`src/rtl/alu_muldiv_control_if.sv`:
```
// Issue-side bundle between execute-stage control and the ALU control / mul-div engine.
// The master drives the decoded instruction and operands; the slave returns the ALU code, HI/LO read data and stall.
interface alu_muldiv_control_if #(
    parameter int WIDTH       = 32,
    parameter int ALUOP_WIDTH = 4
);
    logic [ALUOP_WIDTH-1:0] ALUOp;
    logic [5:0]             ALUFunction;
    logic                   Valid;
    logic [WIDTH-1:0]       A;
    logic [WIDTH-1:0]       B;
    logic [3:0]             ALUOperation;
    logic [WIDTH-1:0]       HiLoOut;
    logic                   Stall;

    modport master (
        output ALUOp, ALUFunction, Valid, A, B,
        input  ALUOperation, HiLoOut, Stall
    );

    modport slave (
        input  ALUOp, ALUFunction, Valid, A, B,
        output ALUOperation, HiLoOut, Stall
    );
endinterface

```
`src/rtl/alu_muldiv_control.sv`:
```
// ALU control decoder plus iterative unsigned MULTU/DIVU engine owning HI/LO.
// A launch stalls issue for exactly WIDTH cycles; results are readable WIDTH+1 cycles after issue.
module alu_muldiv_control #(
    parameter int WIDTH       = 32,
    parameter int ALUOP_WIDTH = 4
) (
    input logic                clk,
    input logic                reset,
    alu_muldiv_control_if.slave bus
);
    localparam int CW = $clog2(WIDTH);
    localparam logic [CW-1:0]          CNT_LOAD = CW'(WIDTH - 1);
    localparam logic [ALUOP_WIDTH-1:0] OP_RTYPE = '1;

    localparam logic [5:0] F_SLL   = 6'h00;
    localparam logic [5:0] F_SRL   = 6'h02;
    localparam logic [5:0] F_MFHI  = 6'h10;
    localparam logic [5:0] F_MFLO  = 6'h12;
    localparam logic [5:0] F_MULTU = 6'h19;
    localparam logic [5:0] F_DIVU  = 6'h1B;
    localparam logic [5:0] F_ADD   = 6'h20;
    localparam logic [5:0] F_SUB   = 6'h22;
    localparam logic [5:0] F_AND   = 6'h24;
    localparam logic [5:0] F_OR    = 6'h25;
    localparam logic [5:0] F_NOR   = 6'h27;
    localparam logic [5:0] F_SLT   = 6'h2A;

    localparam logic [0:0] S_IDLE = 1'b0;
    localparam logic [0:0] S_BUSY = 1'b1;

    logic [0:0]       state_q, state_d;
    logic [CW-1:0]    cnt_q, cnt_d;
    logic             is_div_q, is_div_d;
    logic [WIDTH-1:0] opb_q, opb_d;
    logic [WIDTH-1:0] acc_hi_q, acc_hi_d;
    logic [WIDTH-1:0] acc_lo_q, acc_lo_d;
    logic [WIDTH-1:0] hi_q, hi_d;
    logic [WIDTH-1:0] lo_q, lo_d;

    logic             is_rtype;
    logic             launch;
    logic [3:0]       alu_op;

    assign is_rtype = (bus.ALUOp == OP_RTYPE);
    assign launch   = (state_q == S_IDLE) && bus.Valid && is_rtype &&
                      ((bus.ALUFunction == F_MULTU) || (bus.ALUFunction == F_DIVU));

    always_comb begin
        alu_op = 4'd9;
        if (is_rtype) begin
            case (bus.ALUFunction)
                F_AND:           alu_op = 4'd0;
                F_OR:            alu_op = 4'd1;
                F_NOR:           alu_op = 4'd2;
                F_ADD:           alu_op = 4'd3;
                F_SUB:           alu_op = 4'd4;
                F_SLL:           alu_op = 4'd6;
                F_SRL:           alu_op = 4'd7;
                F_SLT:           alu_op = 4'd8;
                F_MFHI, F_MFLO:  alu_op = 4'd10;
                F_MULTU, F_DIVU: alu_op = 4'd11;
                default:         alu_op = 4'd9;
            endcase
        end else begin
            case (bus.ALUOp)
                ALUOP_WIDTH'(1): alu_op = 4'd3;
                ALUOP_WIDTH'(2): alu_op = 4'd1;
                ALUOP_WIDTH'(3): alu_op = 4'd0;
                ALUOP_WIDTH'(4): alu_op = 4'd5;
                ALUOP_WIDTH'(5): alu_op = 4'd3;
                ALUOP_WIDTH'(6): alu_op = 4'd3;
                ALUOP_WIDTH'(7): alu_op = 4'd4;
                ALUOP_WIDTH'(8): alu_op = 4'd4;
                default:         alu_op = 4'd9;
            endcase
        end
    end

    // Multiply: acc_hi:acc_lo starts as 0:A and shifts right, adding B into the top when the low bit is set.
    logic [WIDTH:0]   mul_sum;
    // Divide: acc_hi is the partial remainder, acc_lo shifts dividend bits out and quotient bits in.
    logic [WIDTH:0]   div_shift;
    logic [WIDTH+1:0] div_diff;
    logic             div_ok;
    logic [WIDTH-1:0] step_hi, step_lo;

    always_comb begin
        mul_sum   = {1'b0, acc_hi_q} + (acc_lo_q[0] ? {1'b0, opb_q} : '0);
        div_shift = {acc_hi_q, acc_lo_q[WIDTH-1]};
        div_diff  = {1'b0, div_shift} - {2'b00, opb_q};
        div_ok    = ~div_diff[WIDTH+1];
        if (is_div_q) begin
            step_hi = div_ok ? div_diff[WIDTH-1:0] : div_shift[WIDTH-1:0];
            step_lo = {acc_lo_q[WIDTH-2:0], div_ok};
        end else begin
            step_hi = mul_sum[WIDTH:1];
            step_lo = {mul_sum[0], acc_lo_q[WIDTH-1:1]};
        end
    end

    always_comb begin
        state_d  = state_q;
        cnt_d    = cnt_q;
        is_div_d = is_div_q;
        opb_d    = opb_q;
        acc_hi_d = acc_hi_q;
        acc_lo_d = acc_lo_q;
        hi_d     = hi_q;
        lo_d     = lo_q;
        case (state_q)
            S_IDLE: begin
                if (launch) begin
                    state_d  = S_BUSY;
                    cnt_d    = CNT_LOAD;
                    is_div_d = (bus.ALUFunction == F_DIVU);
                    opb_d    = bus.B;
                    acc_hi_d = '0;
                    acc_lo_d = bus.A;
                end
            end
            S_BUSY: begin
                acc_hi_d = step_hi;
                acc_lo_d = step_lo;
                cnt_d    = cnt_q - CW'(1);
                if (cnt_q == '0) begin
                    state_d = S_IDLE;
                    cnt_d   = '0;
                    hi_d    = step_hi;
                    lo_d    = step_lo;
                end
            end
            default: state_d = S_IDLE;
        endcase
    end

    always_ff @(posedge clk) begin
        if (reset) begin
            state_q  <= S_IDLE;
            cnt_q    <= '0;
            is_div_q <= 1'b0;
            opb_q    <= '0;
            acc_hi_q <= '0;
            acc_lo_q <= '0;
            hi_q     <= '0;
            lo_q     <= '0;
        end else begin
            state_q  <= state_d;
            cnt_q    <= cnt_d;
            is_div_q <= is_div_d;
            opb_q    <= opb_d;
            acc_hi_q <= acc_hi_d;
            acc_lo_q <= acc_lo_d;
            hi_q     <= hi_d;
            lo_q     <= lo_d;
        end
    end

    assign bus.ALUOperation = alu_op;
    assign bus.Stall        = (state_q == S_BUSY);
    assign bus.HiLoOut      = (is_rtype && bus.ALUFunction == F_MFHI) ? hi_q :
                              (is_rtype && bus.ALUFunction == F_MFLO) ? lo_q : '0;
endmodule

```
`src/flat_wrapper.sv`:
```
// flat-port wrapper written by rule: the top's interface ports become plain ports
module alu_muldiv_control_flat 
#(
    parameter int WIDTH       = 32,
    parameter int ALUOP_WIDTH = 4
)
  (clk, reset, bus_ALUOp, bus_ALUFunction, bus_Valid, bus_A, bus_B, bus_ALUOperation, bus_HiLoOut, bus_Stall);
  alu_muldiv_control_if #(.WIDTH(WIDTH), .ALUOP_WIDTH(ALUOP_WIDTH)) bus_i ();
  input logic clk;
  input logic reset;
  input wire logic [$bits(bus_i.ALUOp)-1:0] bus_ALUOp;
  input wire logic [$bits(bus_i.ALUFunction)-1:0] bus_ALUFunction;
  input wire logic [$bits(bus_i.Valid)-1:0] bus_Valid;
  input wire logic [$bits(bus_i.A)-1:0] bus_A;
  input wire logic [$bits(bus_i.B)-1:0] bus_B;
  output wire logic [$bits(bus_i.ALUOperation)-1:0] bus_ALUOperation;
  output wire logic [$bits(bus_i.HiLoOut)-1:0] bus_HiLoOut;
  output wire logic [$bits(bus_i.Stall)-1:0] bus_Stall;
  assign bus_i.ALUOp = bus_ALUOp;
  assign bus_i.ALUFunction = bus_ALUFunction;
  assign bus_i.Valid = bus_Valid;
  assign bus_i.A = bus_A;
  assign bus_i.B = bus_B;
  assign bus_ALUOperation = bus_i.ALUOperation;
  assign bus_HiLoOut = bus_i.HiLoOut;
  assign bus_Stall = bus_i.Stall;
  alu_muldiv_control #(.WIDTH(WIDTH), .ALUOP_WIDTH(ALUOP_WIDTH)) u_core (.clk(clk), .reset(reset), .bus(bus_i));
endmodule
```
`config.mk`:
```
export PLATFORM = sky130hd
export DESIGN_NAME = alu_muldiv_control_flat
export DESIGN_NICKNAME = d
export VERILOG_FILES = /design/src/rtl/alu_muldiv_control_if.sv /design/src/rtl/alu_muldiv_control.sv /design/src/flat_wrapper.sv
export SDC_FILE = /design/constraint.sdc
export NUM_CORES = 1
export LEC_CHECK = 0
export BUFFER_PORTS_ARGS = -buffer_cell sky130_fd_sc_hd__buf_2
export CORE_UTILIZATION = 55
export DETAILED_ROUTE_END_ITERATION = 7
export PLACE_DENSITY = 0.81
export SLEW_MARGIN = 0
export SYNTH_ARGS = -nofsm -noshare
export SYNTH_HDL_FRONTEND = slang
export SYNTH_SLANG_ARGS = --single-unit
```
`constraint.sdc`:
```
create_clock -name clk -period 3.9 [get_ports clk]
set_input_delay 0 -clock clk [delete_from_list [all_inputs] [get_ports clk]]
set_output_delay 0 -clock clk [all_outputs]
set_load 0.01 [all_outputs]
```
==> metrics.csv, run 1 <==
metric;value;unit
power_density;276.4;nW/um2
first_global_vias;10190;
grt.total_usage;31.08;%
switching_power;0.0009595;W
power.internal;0.002679;W
yosys_register_bits;167;
arrival;3990;ps
die_area;20850;um2
die_h;144.4;um
fin_nets;1711;
ant_nets;0;
post-route-period-util;94.29;%
drc_errors;0;
sw_frac_of_total;26.37;%
drtIter0Drc;948;
wl_met1;14.67;mm
cts_root_buffer;clkbuf_16;
core;19650;um2
synth-async-reset-ratio;0;%
setup_viol;0;
netlist_instances;1441;
path_clk_slew;80;ps
avgSynthCellArea;7.741;um2
wl_met3;2.435;mm
min_to;u_core.acc_lo_q[23];
routabilityCongestion;0.9349;
criticalPathCategory;reg2reg;
top_layer_used;met4;
drv_slew;0;
die_w;144.4;um
tightest_slew;987.5;ps
dpl.hpwl;22.36;mm
ys_seq_area_share;29.97;%
r2r_start;u_core.acc_lo_q[0];
fin_setup_tns;0;ps
portBuffers;113;
synth_area_leader_cell;dfxtp_1;
max_freq;271.9;MHz
hold_start;reset;
slowest_stage;fa_1;
htree_levels;4;
synth_area_leaders;dfxtp_1 (30%), a21oi_1 (8.2%), ha_1 (7.6%);
cp_cell_sequence;buf_4 -> and2_1 -> fa_1 -> a21o_1 -> a221o_1 -> a211o_1 -> a41o_1 -> a21o_1 -> o41a_1 -> and4_1 -> nor3_1 -> o21ai_0;
totalWireLength;32.21;mm
regToRegSetupSlack;220;ps
rsz0062_at_grt;no;
dr_wl_met2;14.46;mm
final_cell_area;13170;um2
synth_flop_cell;dfxtp_1;
syn-num-nets;1588;
status;finished clean;
fin_crit;3677;ps
postPlaceCellArea;11890;um2
synth_top_area_share;29.97;%
syn_area;11150;um2
final-hold-violation-count;0;
synth_common_cells;nand2_1 (198), a21oi_1 (182), dfxtp_1 (167);
synth_edf_count;0;
cts_buffers;17;
r2r_end;u_core.acc_hi_q[29];
worst_setup_path_end_kind;flop;
initial_core_util;56.75;%
cp_data_required_time;4210;ps
vias_per_cell;6.035;
crit_path_frequent_cell;a21o_1;
clk_latency;450;ps
synthToLayoutAreaGrowth;18.05;%
grt_max_degree;77;
drt_pass1_iterations;6;
clkPwrFrac;47.6;%
antenna_found_initial;1;
worst_ir_drop_vdd;0.0003230;V
slew_headroom;33.81;%
clock_skew;15.04;ps
cp_max_fo;12;
wire_per_inst;17.48;um
yosysWarnings;0;
grt_pass1_wl;51.00;mm
hold_depth;2;
synth_most_common_cell;nand2_1;
cts_buffer_depth;2;
worst-r2r-cell-count;12;
io_pins;114;
seqPwrFrac;46.8;%
synth.distinct_cells;68;
max_cap_viol_count;0;
hold_class;in2reg;
gr-total-overflow;0;
drive_gt1_share;13.82;%
rows;51;
p_leak;5.689;nW
post-cts-setup-buffers;0;
cpPeakStageDelay;430;ps
p_comb_share;5.5;%
cts.sinks;167;
dr_total_vias;11120;
cts_tree;built;
start_kind;flop;
==> area by class of cell <==
type	count	area, um2
clock buffers	17	425.4
inverters	57	214.0
multi-input cells	1124	7273
fillers	1649	6486
well taps	265	331.6
flip-flops and latches	167	3346
clock inverters	15	193.9
repair buffers	197	1381
diodes	1	2.502
==> metal layers <==
metal  GRT usage (%)  up-vias
met3           5.497       61
met5               0        -
met2           51.32      459
li1                -     5393
met4           9.751        0
met1           40.99     5209
==> logic make-up after synthesis <==
family,count (synthesis),share of synthesized area [%]
DFF,167,29.97
adders and majority gates,70,7.987
muxes,75,7.089
and+or+nand+nor,468,19.45
AOI/OAI and AO/OA,463,26.60
buffers and inverters,150,5.137
xor gates and xnor gates,48,3.769
==> worst max-delay path by stage <==
stage	from	to	slack (ps)	depth (start not counted)
global placement	u_core.acc_lo_q[31]	u_core.acc_hi_q[30]	290	14
floorplan	u_core.acc_lo_q[0]	u_core.acc_hi_q[29]	560	12
CTS	u_core.acc_lo_q[31]	u_core.acc_hi_q[30]	180	14
detailed placement	u_core.acc_lo_q[31]	u_core.acc_hi_q[30]	190	14
global route	u_core.acc_lo_q[0]	u_core.hi_q[15]	20	13
finish	u_core.acc_lo_q[0]	u_core.acc_hi_q[29]	220	12
==> flip-flops by register name, summed over array words and instances (netlist names) <==
| signal | count |
|---|---|
| u_core.acc_hi_q | 32 |
| u_core.acc_lo_q | 32 |
| u_core.hi_q | 32 |
| u_core.lo_q | 32 |
| u_core.opb_q | 32 |
| u_core.cnt_q | 5 |
| u_core.bus.Stall | 1 |
| u_core.is_div_q | 1 |
==> power by group through the flow <==
stage / registers, W / clock network [W] / logic, W
4_1_cts: 0.00170 / 0.00174 / 0.000196
2_1_floorplan: 0.00174 / 0 / 0.0000802
3_3_place_gp: 0.00174 / 0 / 0.000145
6_report: 0.00170 / 0.00173 / 0.000201
5_1_grt: 0.00170 / 0.00182 / 0.000217
3_5_place_dp: 0.00174 / 0 / 0.000147
==> through the flow <==
stage	hold WS [ps]	setup WS (ps)	total power (W)	utilization [%]	instances
4_1_cts	204.5	179.3	0.003643	66.93	1842
5_1_grt	231.9	24.84	0.003740	67.00	1843
6_report	204.9	222.6	0.003639	67.00	1843
2_1_floorplan	136.0	558.1	0.001824	-	1441
3_3_place_gp	241.2	286.0	0.001890	60.52	1746
3_5_place_dp	246.2	186.6	0.001891	60.52	1746
==> cells in the final DEF (no fill, tap or decap), types with 54 or more instances in the layout <==
cell type / count
inv_1: 57
nor2_1: 105
a21oi_1: 181
o21ai_0: 95
buf_2: 113
nand2_1: 198
dfxtp_1: 165
dlygate4sd3_1: 64
a22o_1: 54
ha_1: 68
==> repair_timing <==
action / CTS / global route
endpoints found under the setup margin: 0 / 4
hold buffers: 64 / 0
endpoints found under the hold margin: 64 / 0
resized for setup: 0 / 3
==> critical path, delay by kind of cell, from the launching register on <==
kind                       cells  cell delay (ps)
and+or+nand+nor                3              610
buffers and inverters          1              180
AOI/OAI and AO/OA              7             2010
DFF                            1              320
adders and majority gates      1              430
Note: power is estimated with default switching activity, not from simulation.
==> inputs of run 2 (changes only) <==
==> constraint.sdc (replaced) <==
create_clock -name clk -period 3.9 [get_ports clk]
set_input_delay 0.39 -clock clk [delete_from_list [all_inputs] [get_ports clk]]
set_output_delay 0.39 -clock clk [all_outputs]
set_load 0.01 [all_outputs]
==> run 2 against run 1 <==
Cell count down 3.4%. Clock skew up 1.2 ps. Clock power about the same. Flip-flop and latch count unchanged. Critical path depth unchanged. Power down 2.3%.
==> metrics.csv, run 2 (synthesized netlist as in run 1, its figures left out) <==
metric;value;unit;change
cts_buffer_depth;2;;unchanged
die_h;144.4;um;unchanged
drive_gt1_share;14.46;%;was 13.82%
fin_setup_tns;0;ps;unchanged
clock_skew;16.28;ps;was 15.04 ps
criticalPathCategory;reg2reg;;unchanged
cts_tree;built;;unchanged
drv_slew;0;;unchanged
hold_class;in2reg;;unchanged
hold_depth;3;;was 2
drtIter0Drc;777;;was 948
synthToLayoutAreaGrowth;12.07;%;was 18.05%
r2r_start;u_core.acc_lo_q[0];;unchanged
clk_latency;440;ps;was 450 ps
htree_levels;4;;unchanged
post-route-period-util;93.69;%;was 94.29%
routabilityCongestion;0.9401;;was 0.9349
worst_ir_drop_vdd;0.0002474;V;was 0.0003230 V
r2r_end;u_core.hi_q[29];;was u_core.acc_hi_q[29]
dpl.hpwl;22.34;mm;was 22.36 mm
wire_per_inst;17.34;um;was 17.48 um
p_leak;5.413;nW;was 5.689 nW
io_pins;114;;unchanged
worst_setup_path_end_kind;flop;;unchanged
antenna_found_initial;0;;was 1
final_cell_area;12500;um2;was 13,170 um2
max_freq;273.7;MHz;was 271.9 MHz
rows;51;;unchanged
cts_root_buffer;clkbuf_16;;unchanged
die_area;20850;um2;unchanged
initial_core_util;56.75;%;unchanged
grt_pass1_wl;48.20;mm;was 51.00 mm
die_w;144.4;um;unchanged
drt_pass1_iterations;5;;was 6
arrival;3960;ps;was 3990 ps
fin_nets;1649;;was 1,711
totalWireLength;30.87;mm;was 32.21 mm
drc_errors;0;;unchanged
grt_max_degree;74;;was 77
cp_max_fo;4;;was 12
vias_per_cell;6.041;;was 6.035
path_clk_slew;80;ps;about the same
tightest_slew;1091;ps;was 987.5 ps
ant_nets;0;;unchanged
layout_common_cells;nand2_1 (198), a21oi_1 (181), dfxtp_1 (165);;unchanged
power_density;284.4;nW/um2;was 276.4 nW/um2
portBuffers;113;;unchanged
grt.total_usage;29.42;%;was 31.08%
regToRegSetupSlack;250;ps;was 220 ps
cts_resized;0;;unchanged
start_kind;flop;;unchanged
fin_crit;3654;ps;was 3677 ps
hold_start;bus_B[27];;was reset
final-hold-violation-count;0;;unchanged
setup_viol;0;;unchanged
mostFrequentLayoutCell;nand2_1;;unchanged
first_global_vias;9717;;was 10,190
ctsHoldBuffers;0;;was 64
cp_data_required_time;4210;ps;about the same
status;finished clean;;unchanged
gr-total-overflow;0;;unchanged
worst-r2r-cell-count;12;;unchanged
rsz0062_at_grt;no;;unchanged
core;19650;um2;unchanged
slew_headroom;27.24;%;was 33.81%
antenna_cells;0;;was 1
cts_buffers;17;;unchanged
post-cts-setup-buffers;0;;unchanged
postPlaceCellArea;11900;um2;was 11,890 um2
min_to;u_core.opb_q[27];;was u_core.acc_lo_q[23]
dr_total_vias;10750;;was 11,120
max_cap_viol_count;0;;unchanged
cts.sinks;167;;unchanged
run 2: changes by cell type in the layout (fill, tap and decap cells not counted), sizes merged:
cell         change
buf              +2
clkinv           -4
clkinvlp         +1
diode            -1
dlygate4sd3     -64
inv              +3
run 2: per-stage QoR:
step | utilization, % | hold WS (ps) | worst slack (ps) | power, W | instances
6_report | 63.60 | 176.4 | 246.2 | 0.003555 | 1780
5_1_grt | 63.60 | 176.7 | 47.41 | 0.003654 | 1780
3_3_place_gp | 60.53 | 434.5 | 279.9 | 0.001888 | 1748
2_1_floorplan | - | 424.4 | 558.1 | 0.001824 | 1441
4_1_cts | 63.57 | 167.6 | 227.5 | 0.003567 | 1780
3_5_place_dp | 60.53 | 442.5 | 256.1 | 0.001890 | 1748
run 2: critical path, cell delays in order, from the launching register on:
cell and delay, ps:
dfxtp_1 320, and2_1 160, ha_1 230, fa_1 410, a21o_1 190, a221o_1 370, a211o_1 350, a41o_1 330
a21o_1 220, o41a_1 410, and4_1 210, nor3_1 210, o21ai_0 100
run 2: cell type report:
cell class | count | area, um2
clock buffer | 17 | 425.4
sequential | 167 | 3346
inverter | 57 | 214.0
clock inverter | 15 | 172.7
fill | 1723 | 7153
multi-input combinational | 1124 | 7268
tap | 265 | 331.6
timing repair buffer | 135 | 743.2
run 2: worst max path at each step:
stage,start,end
final,u_core.acc_lo_q[0],u_core.hi_q[29]
after global routing,u_core.acc_lo_q[31],u_core.acc_hi_q[30]
after CTS,u_core.acc_lo_q[0],u_core.acc_hi_q[15]
after detailed placement,u_core.acc_lo_q[0],u_core.acc_hi_q[15]
after global placement,u_core.acc_lo_q[31],u_core.acc_hi_q[30]
after floorplan,u_core.acc_lo_q[0],u_core.acc_hi_q[29]
run 2: per-layer routing:
layer	global-route usage (%)	share of wire, %	vias to the layer above
li1	-	-	5277
met1	40.26	46	4997
met2	47.70	44	433
met3	4.404	8.1	46
met4	8.421	1.8	0
met5	0	0	-
run 2: power by group:
group          internal [W]  total [W]  switching (W)  leakage, nW
clock              0.000869    0.00170       0.000834        0.290
combinational     0.0000584   0.000148      0.0000896         3.78
sequential          0.00170    0.00170    0.000000571         1.35
total               0.00263    0.00356       0.000924         5.41
==> inputs of run 3 (changes only) <==
- BUFFER_PORTS_ARGS: -buffer_cell sky130_fd_sc_hd__buf_2 -> -buffer_cell sky130_fd_sc_hd__buf_4
==> run 3 against run 2 <==
Fmax decreased by 2.0%. Setup slack worse by 73 ps. Via count increased by 0.14%. Clock skew fell by 3.2 ps. Register-to-register slack got worse by 70 ps. Hold slack gained 6.8 ps. Largest power group is now clock.
==> metrics.csv, run 3 (synthesized netlist as in run 1, its figures left out) <==
metric;value;unit;change
wire_per_inst;17.46;um;was 17.34 um
layout_common_cells;nand2_1 (198), a21oi_1 (181), dfxtp_1 (165);;unchanged
criticalPathCategory;reg2reg;;unchanged
drive_gt1_share;14.34;%;was 14.46%
fin_nets;1647;;was 1,649
hold_class;in2reg;;unchanged
antenna_cells;0;;unchanged
die_h;144.4;um;unchanged
routabilityCongestion;0.9507;;was 0.9401
p_comb_share;4.7;%;was 4.2%
p_leak;5.478;nW;was 5.413 nW
worst_ir_drop_vdd;0.0003186;V;was 0.0002474 V
path_clk_slew;80;ps;about the same
post-cts-setup-buffers;0;;unchanged
grt.total_usage;30.32;%;was 29.42%
htree_levels;4;;unchanged
portBuffers;113;;unchanged
first_global_vias;9853;;was 9,717
final_cell_area;12790;um2;was 12,500 um2
setup_viol;0;;unchanged
final-hold-violation-count;0;;unchanged
drtIter0Drc;838;;was 777
worst_setup_path_end_kind;flop;;unchanged
power_density;282.1;nW/um2;was 284.4 nW/um2
arrival;4070;ps;was 3960 ps
core;19650;um2;unchanged
ctsHoldBuffers;0;;unchanged
dr_total_vias;10770;;was 10,750
total_power;0.003608;W;was 0.003555 W
synthToLayoutAreaGrowth;14.65;%;was 12.07%
cts.sinks;167;;unchanged
fin_crit;3727;ps;was 3654 ps
seqPwrFrac;47.2;%;was 47.9%
postPlaceCellArea;12160;um2;was 11,900 um2
start_kind;flop;;unchanged
cp_data_required_time;4240;ps;was 4210 ps
slew_headroom;23.35;%;was 27.24%
post-route-period-util;95.57;%;was 93.69%
drc_errors;0;;unchanged
clk_latency;440;ps;about the same
rsz0062_at_grt;no;;unchanged
mostFrequentLayoutCell;nand2_1;;unchanged
cts_tree;built;;unchanged
antenna_found_initial;0;;unchanged
sw_frac_of_total;26.13;%;was 25.99%
totalWireLength;31.04;mm;was 30.87 mm
ant_nets;0;;unchanged
clkPwrFrac;48.1;%;was 47.9%
max_freq;268.3;MHz;was 273.7 MHz
die_area;20850;um2;unchanged
fin_setup_tns;0;ps;unchanged
die_w;144.4;um;unchanged
drt_pass1_iterations;5;;unchanged
grt_pass1_wl;49.58;mm;was 48.20 mm
gr-total-overflow;0;;unchanged
rows;51;;unchanged
cts_buffer_depth;2;;unchanged
power.internal;0.002665;W;was 0.002631 W
fill_cells;1725;;was 1,723
initial_core_util;56.75;%;unchanged
cts_buffers;17;;unchanged
drv_slew;0;;unchanged
cts_root_buffer;clkbuf_16;;unchanged
switching_power;0.0009427;W;was 0.0009240 W
cp_max_fo;3;;was 4
vias_per_cell;6.056;;was 6.041
status;finished clean;;unchanged
dpl.hpwl;22.64;mm;was 22.34 mm
tightest_slew;1150;ps;was 1091 ps
max_cap_viol_count;0;;unchanged
io_pins;114;;unchanged
cts_resized;0;;unchanged
clock_skew;13.10;ps;was 16.28 ps
grt_max_degree;51;;was 74
run 3: cell count changes in the layout (fill, tap and decap cells not counted):
cell | before | now
a2111oi_0 | 4 | 5
a2111oi_1 | 1 | 0
buf_2 | 113 | 0
buf_4 | 21 | 132
clkinv_8 | 3 | 5
clkinvlp_4 | 1 | 0
inv_12 | 1 | 2
inv_6 | 3 | 2
inv_8 | 5 | 4
run 3: worst max-delay path: stages, from the launching register on:
cell and delay, ps:
dfxtp_1 320, inv_1 70, ha_1 180, inv_1 60
fa_1 390, a21oi_1 300, o211ai_1 210, a21oi_1 290
o41ai_2 140, o31ai_1 390, o21ai_0 260, a21o_1 230
a221o_1 280, mux2_2 280, a22o_1 220
run 3: layout make-up:
| type | count | area, um2 | area share (%) |
|---|---|---|---|
| clock buffer | 17 | 425.4 | 3.326 |
| clock inverter | 15 | 193.9 | 1.516 |
| inverter | 57 | 214.0 | 1.673 |
| multi-input combinational | 1124 | 7267 | 56.82 |
| sequential | 167 | 3346 | 26.16 |
| tap | 265 | 331.6 | 2.593 |
| timing repair buffer | 133 | 1011 | 7.905 |
run 3: routing by layer:
metal  vias up  wire length (um)  GRT usage (%)
li1       5276                 -              -
met3        51              2377          3.709
met1      5026             14130          41.84
met4         0               579          9.307
met5         -                 0              0
met2       415             13950          49.14
run 3: path summary, 6_finish.rpt:
kind / startpoint / end / slack [ps] / cells after the start
max: u_core.acc_lo_q[31] / u_core.acc_hi_q[30] / 170 / 14
min: bus_B[28] / u_core.opb_q[28] / 180 / 3
max reg2reg: u_core.acc_lo_q[31] / u_core.acc_hi_q[30] / 170 / 14
min reg2reg: u_core.lo_q[7] / u_core.lo_q[7] / 460 / 2
run 3: stage by stage:
stage               util [%]  hold WS [ps]  worst slack (ps)  instances
finish                 65.07         183.2             172.9       1778
global route           65.07         183.2            0.8020       1778
CTS                    65.04         178.1             204.1       1778
detailed placement     61.89         442.2             216.8       1746
global placement       61.89         435.5             277.0       1746
floorplan                  -         424.4             558.1       1441
run 3: power groups by stage:
stage / registers (W) / logic, W / clock network (W)
after floorplan: 0.00174 / 0.0000802 / 0
after global placement: 0.00174 / 0.000167 / 0
after detailed placement: 0.00174 / 0.000168 / 0
after CTS: 0.00170 / 0.000169 / 0.00174
after global routing: 0.00170 / 0.000183 / 0.00182
final: 0.00170 / 0.000170 / 0.00173
